File: config.mk
export PLATFORM = sky130hd
export DESIGN_NAME = fifo_sample_reader_flat
export DESIGN_NICKNAME = d
export VERILOG_FILES = /design/src/rtl/fifo_sample_reader_if.sv /design/src/rtl/fifo_sample_reader.sv /design/src/flat_wrapper.sv
export SDC_FILE = /design/constraint.sdc
export NUM_CORES = 1
export LEC_CHECK = 0
export CAP_MARGIN = 15
export CORE_MARGIN = 1
export CORE_UTILIZATION = 54
export CTS_CLUSTER_DIAMETER = 120
export DETAILED_ROUTE_END_ITERATION = 16
export PLACE_DENSITY_LB_ADDON = 0.25
export SETUP_SLACK_MARGIN = 0.4
export SYNTH_ARGS = -nofsm -noshare
export SYNTH_HDL_FRONTEND = slang
export SYNTH_SLANG_ARGS = --single-unit
File: constraint.sdc
create_clock -name clk -period 6.67 [get_ports clk]
set_input_delay 1.6675 -clock clk [delete_from_list [all_inputs] [get_ports clk]]
set_output_delay 1.6675 -clock clk [all_outputs]
set_load 0.05 [all_outputs]
File: src/rtl/fifo_sample_reader_if.sv
// FIFO-side signal bundle for fifo_sample_reader: read pulse, read data and
// the monitored write strobe. The reader uses "master", the FIFO/model uses "slave".
interface fifo_sample_reader_if #(
    parameter int WIDTH = 16
);
    logic             fifo_rd;
    logic [WIDTH-1:0] fifo_dout;
    logic             fifo_wr_mon;

    modport master (
        output fifo_rd,
        input  fifo_dout,
        input  fifo_wr_mon
    );

    modport slave (
        input  fifo_rd,
        output fifo_dout,
        output fifo_wr_mon
    );
endinterface

File: src/rtl/fifo_sample_reader.sv
// Drains one FIFO sample per sample period, tracking occupancy from the write strobe.
// Optional macro SAMPLE_HOLD_EN: on underrun keep the previous sample instead of forcing 0.
module fifo_sample_reader #(
    parameter int WIDTH         = 16,
    parameter int DEPTH         = 512,
    parameter int SAMPLE_PERIOD = 2268,
    parameter int RD_LAT        = 2
) (
    input  logic                       clk,
    input  logic                       rst_n,
    input  logic                       enable,
    input  logic                       clr_overflow,
    fifo_sample_reader_if.master       fif,
    output logic [WIDTH-1:0]           sample_out,
    output logic                       sample_strobe,
    output logic [$clog2(DEPTH+1)-1:0] level,
    output logic                       underrun,
    output logic                       overflow
);
    localparam int LW        = $clog2(DEPTH + 1);
    localparam int TW        = (SAMPLE_PERIOD > 1) ? $clog2(SAMPLE_PERIOD) : 1;
    localparam int WCW       = (RD_LAT > 2) ? $clog2(RD_LAT - 1) : 1;
    localparam int WAIT_LAST = (RD_LAT > 1) ? RD_LAT - 2 : 0;

    typedef enum logic [2:0] {
        S_IDLE    = 3'd0,
        S_REQ     = 3'd1,
        S_WAIT    = 3'd2,
        S_CAPTURE = 3'd3,
        S_STROBE  = 3'd4
    } state_t;

    state_t           state_q, state_d;
    logic [TW-1:0]    timer_q, timer_d;
    logic [WCW-1:0]   wait_cnt_q, wait_cnt_d;
    logic             wr_prev_q, wr_prev_d;
    logic             fifo_rd_q, fifo_rd_d;
    logic [WIDTH-1:0] sample_out_q, sample_out_d;
    logic             sample_strobe_q, sample_strobe_d;
    logic [LW-1:0]    level_q, level_d;
    logic             underrun_q, underrun_d;
    logic             overflow_q, overflow_d;

    logic tick_s, wr_edge_s, dec_s, ovf_set_s;

    // Timer, write-edge detect and occupancy/overflow bookkeeping.
    always_comb begin
        tick_s    = enable && (timer_q == TW'(SAMPLE_PERIOD - 1));
        wr_edge_s = fif.fifo_wr_mon && !wr_prev_q;
        dec_s     = (state_q == S_REQ);
        ovf_set_s = wr_edge_s && !dec_s && (level_q == LW'(DEPTH));
        wr_prev_d = fif.fifo_wr_mon;

        if (!enable) begin
            timer_d = timer_q;
        end else if (tick_s) begin
            timer_d = '0;
        end else begin
            timer_d = timer_q + TW'(1);
        end

        // A write coinciding with the read decrement cancels out.
        if (wr_edge_s && !dec_s) begin
            if (level_q == LW'(DEPTH)) begin
                level_d = level_q;
            end else begin
                level_d = level_q + LW'(1);
            end
        end else if (!wr_edge_s && dec_s && (level_q != '0)) begin
            level_d = level_q - LW'(1);
        end else begin
            level_d = level_q;
        end

        if (ovf_set_s) begin
            overflow_d = 1'b1;
        end else if (clr_overflow) begin
            overflow_d = 1'b0;
        end else begin
            overflow_d = overflow_q;
        end
    end

    // Fetch sequencer: next state, sample word, strobe and underrun.
    always_comb begin
        state_d         = state_q;
        wait_cnt_d      = wait_cnt_q;
        sample_out_d    = sample_out_q;
        sample_strobe_d = 1'b0;
        underrun_d      = 1'b0;

        case (state_q)
            S_IDLE: begin
                if (tick_s) begin
                    if (level_q != '0) begin
                        state_d = S_REQ;
                    end else begin
                        underrun_d      = 1'b1;
                        sample_strobe_d = 1'b1;
`ifdef SAMPLE_HOLD_EN
                        sample_out_d    = sample_out_q;
`else
                        sample_out_d    = '0;
`endif
                    end
                end else begin
                    state_d = S_IDLE;
                end
            end
            S_REQ: begin
                wait_cnt_d = '0;
                state_d    = (RD_LAT > 1) ? S_WAIT : S_CAPTURE;
            end
            S_WAIT: begin
                if (wait_cnt_q == WCW'(WAIT_LAST)) begin
                    state_d = S_CAPTURE;
                end else begin
                    wait_cnt_d = wait_cnt_q + WCW'(1);
                end
            end
            S_CAPTURE: begin
                // Strobe is registered, so it lands in the STROBE cycle.
                sample_out_d    = fif.fifo_dout;
                sample_strobe_d = 1'b1;
                state_d         = S_STROBE;
            end
            S_STROBE: begin
                state_d = S_IDLE;
            end
            default: begin
                state_d = S_IDLE;
            end
        endcase

        fifo_rd_d = (state_d == S_REQ);
    end

    // State and output registers; reset aborts any fetch in flight.
    always_ff @(posedge clk or negedge rst_n) begin
        if (!rst_n) begin
            state_q         <= S_IDLE;
            timer_q         <= '0;
            wait_cnt_q      <= '0;
            wr_prev_q       <= 1'b0;
            fifo_rd_q       <= 1'b0;
            sample_out_q    <= '0;
            sample_strobe_q <= 1'b0;
            level_q         <= '0;
            underrun_q      <= 1'b0;
            overflow_q      <= 1'b0;
        end else begin
            state_q         <= state_d;
            timer_q         <= timer_d;
            wait_cnt_q      <= wait_cnt_d;
            wr_prev_q       <= wr_prev_d;
            fifo_rd_q       <= fifo_rd_d;
            sample_out_q    <= sample_out_d;
            sample_strobe_q <= sample_strobe_d;
            level_q         <= level_d;
            underrun_q      <= underrun_d;
            overflow_q      <= overflow_d;
        end
    end

    assign fif.fifo_rd    = fifo_rd_q;
    assign sample_out     = sample_out_q;
    assign sample_strobe  = sample_strobe_q;
    assign level          = level_q;
    assign underrun       = underrun_q;
    assign overflow       = overflow_q;
endmodule

File: src/flat_wrapper.sv
// flat-port wrapper written by rule: the top's interface ports become plain ports
module fifo_sample_reader_flat 
#(
    parameter int WIDTH         = 16,
    parameter int DEPTH         = 512,
    parameter int SAMPLE_PERIOD = 2268,
    parameter int RD_LAT        = 2
)
  (clk, rst_n, enable, clr_overflow, sample_out, sample_strobe, level, underrun, overflow, fif_fifo_rd, fif_fifo_dout, fif_fifo_wr_mon);
  fifo_sample_reader_if #(.WIDTH(WIDTH)) fif_i ();
  input  logic clk;
  input  logic rst_n;
  input  logic enable;
  input  logic clr_overflow;
  output logic [WIDTH-1:0] sample_out;
  output logic sample_strobe;
  output logic [$clog2(DEPTH+1)-1:0] level;
  output logic underrun;
  output logic overflow;
  output wire logic [$bits(fif_i.fifo_rd)-1:0] fif_fifo_rd;
  input wire logic [$bits(fif_i.fifo_dout)-1:0] fif_fifo_dout;
  input wire logic [$bits(fif_i.fifo_wr_mon)-1:0] fif_fifo_wr_mon;
  assign fif_fifo_rd = fif_i.fifo_rd;
  assign fif_i.fifo_dout = fif_fifo_dout;
  assign fif_i.fifo_wr_mon = fif_fifo_wr_mon;
  fifo_sample_reader #(.WIDTH(WIDTH), .DEPTH(DEPTH), .SAMPLE_PERIOD(SAMPLE_PERIOD), .RD_LAT(RD_LAT)) u_core (.clk(clk), .rst_n(rst_n), .enable(enable), .clr_overflow(clr_overflow), .fif(fif_i), .sample_out(sample_out), .sample_strobe(sample_strobe), .level(level), .underrun(underrun), .overflow(overflow));
endmodule
* After elaboration in Yosys (flattened, before gate mapping)
Cells that the tools add are included.
** Storage, ports and cells
- Input port bits :: 21
- Word-level logic and storage cells :: 59
- Flip-flop bits (word level) :: 47
- Output and inout bits :: 30
** Cells by class
- Equality and inequality tests :: 9
- Muxes and demuxes :: 19
- $add $sub $neg :: 4
- Reductions and logical operators :: 17
** Operator list (number)
- $mux W16 :: 2
- $pmux W16 S2 :: 1
- $mux W10 :: 3
- $add A12 B1 Y12 const B :: 1
- $eq A12 B12 Y1 const B :: 1
- $mux W12 :: 1
- $pmux W3 S4 :: 1
- $add A10 B1 Y10 const B :: 1
- $eq A10 B10 Y1 const B :: 1
- $reduce_bool A10 Y1 :: 1
- $sub A10 B1 Y10 const B :: 1
- $mux W3 :: 3
- $reduce_bool A2 Y1 :: 4
- $eq A3 B1 Y1 const B :: 2
- $eq A3 B2 Y1 const B :: 2
- $logic_and A1 B1 Y1 :: 6
- $mux W1 :: 6
- $ne A2 B2 Y1 const B :: 2
- $pmux W1 S2 :: 2
- $logic_not A1 Y1 :: 3
- $logic_not A3 Y1 :: 1
- $reduce_and A3 Y1 :: 1
- $ne A2 B1 Y1 const B :: 1
- $reduce_and A2 Y1 :: 1
- $add A1 B1 Y1 const B :: 1

* Depth between registers and ports, before layout
- Depth in word-level cells :: 7
- Gate-level depth with buffers :: 10
- Mapped depth without buffers :: 10

* Least setup slack after synthesis
OpenSTA, ideal clock, no wires.
- Path kind :: in2reg
- From :: in fif_fifo_wr_mon
- To :: reg u_core.level_q[9], in the netlist u_core.level[9]
- Data arrival time :: 3.430 ns
- Stages on the path :: 9
- Path slack :: 3.158 ns
- Path buffers :: 0
- Cells stage by stage :: nor2b_1 > nand2_2 > ha_1 > a21o_1 > a21oi_1 > o21ai_0 > a211o_1 > a31oi_1 > xor2_1
** On the way
- Cells in the longest elaborated chain, start to end :: 6
- Elaborated cells on any way between the ends :: 9
** RTL lines
- start, declared :: RTL line flat_wrapper.sv:22 : input wire logic [$bits(fif_i.fifo_wr_mon)-1:0] fif_fifo_wr_mon;
- $logic_and A1 B1 Y1 (*) :: RTL line fifo_sample_reader.sv:49 : wr_edge_s = fif.fifo_wr_mon && !wr_prev_q;
- $logic_not A1 Y1 :: RTL line fifo_sample_reader.sv:69 : end else if (!wr_edge_s && dec_s && (level_q != '0)) begin
- $logic_and A1 B1 Y1 (2 in series) :: RTL line fifo_sample_reader.sv:69
- $reduce_bool A2 Y1 (no source line)
- $reduce_and A2 Y1 (no source line)
- end signal, assigned :: RTL line fifo_sample_reader.sv:159 : level_q <= level_d;
- end, declared :: RTL line fifo_sample_reader.sv:40 : logic [LW-1:0] level_q, level_d;
Every way passes the cells marked *; elsewhere a longest branch is shown, timed or not.
A chain may end at the register's enable or synchronous reset.

* Final worst setup path
Ends and elaborated chain as after synthesis.

==> flow_metrics.py <==
metrics = {
    "clock_network": {
        "post_cts_hold_buffer_count": 0,
        "cts_htree_levels": 2,
        "largest_buffer_count_on_any_clock_path": 2,
        "worst_skew_late_latency_ns": 0.29,
        "clk_pin_slew_ns": 0.08,
        "postCtsSetupRepairBufs": 0,
        "clock_buffer_count_from_cts": 5,
        "cts_tree": "yes",
        "cts-root-buf": "clkbuf_8",
        "cts.sink_count": 46,
        "cts.repair.resized": 0,
    },
    "finish": {
        "multiInputGateArea_sq_um": 1070,
        "final.fill_count": 301,
        "antenna_cells_inserted": 0,
        "fin_util_pct": 72.1,
        "fin_area_sq_um": 2910,
        "area.sequential_sq_um": 1150,
        "drive_above_1_share_pct": 5.52,
        "final_cell_count_no_fill": 340,
        "final_net_count": 321,
        "syn2layout_area_growth_pct": 27.2,
    },
    "worst_setup_path": {
        "critical_path.cell_chain": "clkdlybuf4s50_1, nor2b_1, nand2_2, ha_1, a21o_1, a21oi_1, o21ai_0, a211o_1, a31oi_1, xor2_1",
        "count_of_buffering_cells_on_the_critical_path_with_inverters_included": 1,
        "critical-path-top-delay-family": "compound AO/OA/AOI/OAI gates",
        "crit_type": "input pin to register",
        "critical_path.slowest_cell": "clkdlybuf4s50_1",
        "worst-endpoint-arrival_ns": 4.13,
        "worst_setup_path_start_kind": "input pin",
        "setup.worst_path.end_class": "register",
        "slowest_delay_ns": 0.47,
        "cp_data_required_time_ns": 6.90,
        "crit_fanout": 11,
    },
    "timing": {
        "rsz_0062_raised_after_global_routing": "false",
        "setup-violations-final": 0,
        "finalMaxSlewViolations": 0,
        "finalSetupTns_ns": 0,
        "tightest_slew_ns": 0.987,
        "slew_headroom_pct": 34.2,
        "final_period_minus_worst_setup_slack_ns": 3.90,
        "fmax_mhz": 256,
        "finClkSkew_ns": 0.00684,
        "final_min_period_over_clock_period_pct": 58.5,
        "hold_violations": 0,
    },
    "global_route": {
        "grt_pass1_wl_um": 7850,
        "gr-total-overflow": 0,
        "grt_pass1_vias": 1732,
        "grt_start_max_net_pins": 47,
        "globalRouteTotalUtil_pct": 23.7,
        "antenna_found_initial": 0,
    },
    "placed_design": {
        "dpl_cell_area_sq_um": 2810,
        "gp_routability_congestion": 0.824,
        "number_of_buffers_inserted_by_port_buffering": 50,
        "placed_cells_incl_taps": 332,
        "place.detailed.hpwl_um": 3300,
    },
    "logic_synthesis": {
        "area_of_the_mapped_netlist_sq_um": 2280,
        "synth_compound_area_share_pct": 11.3,
        "postSynth.asyncResetShare_pct": 100,
        "synth-adder-area-share_pct": 6.36,
        "postSynth.topFlopCell": "dfrtp_1",
        "synth_mux_area_share_pct": 0.493,
        "synth_cell_types": 40,
        "combinational_family_with_the_most_area_after_synthesis": "simple AND/OR/NAND/NOR gates",
        "postSynthCellCount": 237,
        "post_synth.cell_area_avg_sq_um": 9.63,
        "count_of_flip_flops_with_a_built_in_enable_after_synthesis": 0,
        "synth.ff_latch_count": 46,
        "mappedNetlistNets": 269,
        "yosysSeqAreaShare_pct": 50.4,
        "yosys.area_share.xor_xnor_pct": 7.29,
        "yosys.area_share.simple_pct": 21.6,
        "synthesis.yosys.warnings": 0,
    },
    "floorplan": {
        "initial_utilization_pct": 56.7,
        "die_height_um": 67.0,
        "die_width_um": 67.0,
        "full_die_area_sq_um": 4490,
        "placementRows": 23,
        "top_level_ports": 51,
        "area_inside_the_core_boundary_sq_um": 4030,
    },
    "run_status": {
        "run_status": "finished clean",
    },
    "flow_run": {
        "maxCapViolations": 0,
    },
    "power_and_ir_drop": {
        "total_power_uw": 1020,
        "vdd.ir_drop.worst_v": 0.000319,
        "leakagePower_uw": 0.00129,
        "power.density_nw_per_um2": 350,
    },
    "routing": {
        "vias_per_cell": 5.32,
        "drt-pass1-iter-count": 4,
        "drt.antenna.violating_nets": 0,
        "drt_wl_total_um": 4600,
        "post-route-drc-count": 0,
        "detail_route.wl_per_cell_um": 13.5,
        "detailedRoute.firstIterationViolations": 151,
        "detailroute.via_count": 1808,
    },
    "worst_hold_path": {
        "holdCritPathClass": "register to register",
    },
}
[synthesized netlist by cell type (4+ instances only)]
master / instances / area, sq um
nand2_1: 53 / 199
dfrtp_1: 46 / 1150
o21ai_0: 29 / 145
nor2_1: 17 / 63.8
xor2_1: 12 / 105
ha_1: 10 / 125
a21oi_1: 7 / 35.0
xnor2_1: 7 / 61.3
inv_1: 6 / 22.5
nand3_1: 5 / 25.0
nand4_1: 4 / 25.0
nor3_1: 4 / 20.0
[metrics by stage]
stage | worst slack [ns] | hold WS (ns)
2_1_floorplan | 3.16 | 0.443
3_3_place_gp | 2.55 | 0.468
3_5_place_dp | 2.43 | 0.481
4_1_cts | 2.77 | 0.491
5_1_grt | 2.61 | 0.532
6_report | 2.77 | 0.485
[worst paths after layout]
check                                   from                 to  slack [ns]  cells after the start
min reg2reg                u_core.state_q[2]  u_core.state_q[1]        0.49                      1
min                        u_core.state_q[2]  u_core.state_q[1]        0.49                      1
max reg2reg                u_core.state_q[1]    u_core.level[9]        3.98                      9
max                          fif_fifo_wr_mon    u_core.level[9]        2.77                     10
min in group asynchronous              rst_n  u_core.timer_q[2]        1.52                      1
max in group asynchronous              rst_n    u_core.level[1]        4.53                      1
[per-layer routing]
layer  global-route usage [%]  wire length [um]  vias to the layer above
li1                         -                 -                      907
met1                     30.1              2070                      858
met2                     39.1              2270                       34
met3                     5.14               179                        9
met4                     8.51                76                        0
met5                        0                 0                        -
[power breakdown]
group / switching (uW) / total [uW] / leakage [uW] / internal, uW
registers: 70.0 / 397 / 0.000524 / 328
logic: 263 / 446 / 0.000720 / 183
clock network: 89.1 / 173 / 0.0000482 / 83.7
[logic make-up (layout without fill, tap and decap cells)]
| family | Yosys count | in the layout |
|---|---|---|
| and+or+nand+nor | 102 | 102 |
| AOI/OAI and AO/OA | 45 | 45 |
| muxes | 1 | 1 |
| adders and majority gates | 11 | 11 |
| DFF | 46 | 46 |
| buffers and inverters | 13 | 66 |
| xor gates and xnor gates | 19 | 19 |
[cell type report]
class	instances	share of cell area (%)
sequential	46	39.6
inverter	8	1.03
tap	50	2.15
timing repair buffer	50	17.1
clock inverter	1	0.172
multi-input combinational	178	37.0
clock buffer	7	2.97
[state kept, by name, indices dropped and copies added, names as in the netlist]
name / count
u_core.sample_strobe: 1
u_core.fif.fifo_rd: 1
u_core.overflow: 1
u_core.sample_out: 16
u_core.wr_prev_q: 1
u_core.level: 10
u_core.underrun: 1
u_core.timer_q: 12
u_core.state_q: 3
[worst reg2reg max path, delay by kind of cell (launching register included)]
| kind | cells | cell delay (ns) |
|---|---|---|
| AO/OA/AOI/OAI | 5 | 1.10 |
| XOR/XNOR | 1 | 0.15 |
| adder cells (fa/ha/maj) | 1 | 0.28 |
| flip-flops | 1 | 0.42 |
| AND/OR/NAND/NOR | 2 | 0.65 |
[placed cells by master, fill, tap and decap left out, types with 2 or more instances in the layout]
cell type,n
nand3_1,5
nor2_1,17
a21oi_1,7
xor2_1,12
clkbuf_8,6
nor4_1,2
and4_1,2
dfrtp_1,46
nand2b_1,2
ha_1,10
nand4_1,4
a21o_1,2
clkdlybuf4s50_1,49
nor3_1,4
o21ai_0,29
nand2_1,53
a31oi_1,3
nor2b_1,3
xnor2_1,7
inv_1,6
Note: power is estimated with default switching activity, not from simulation.
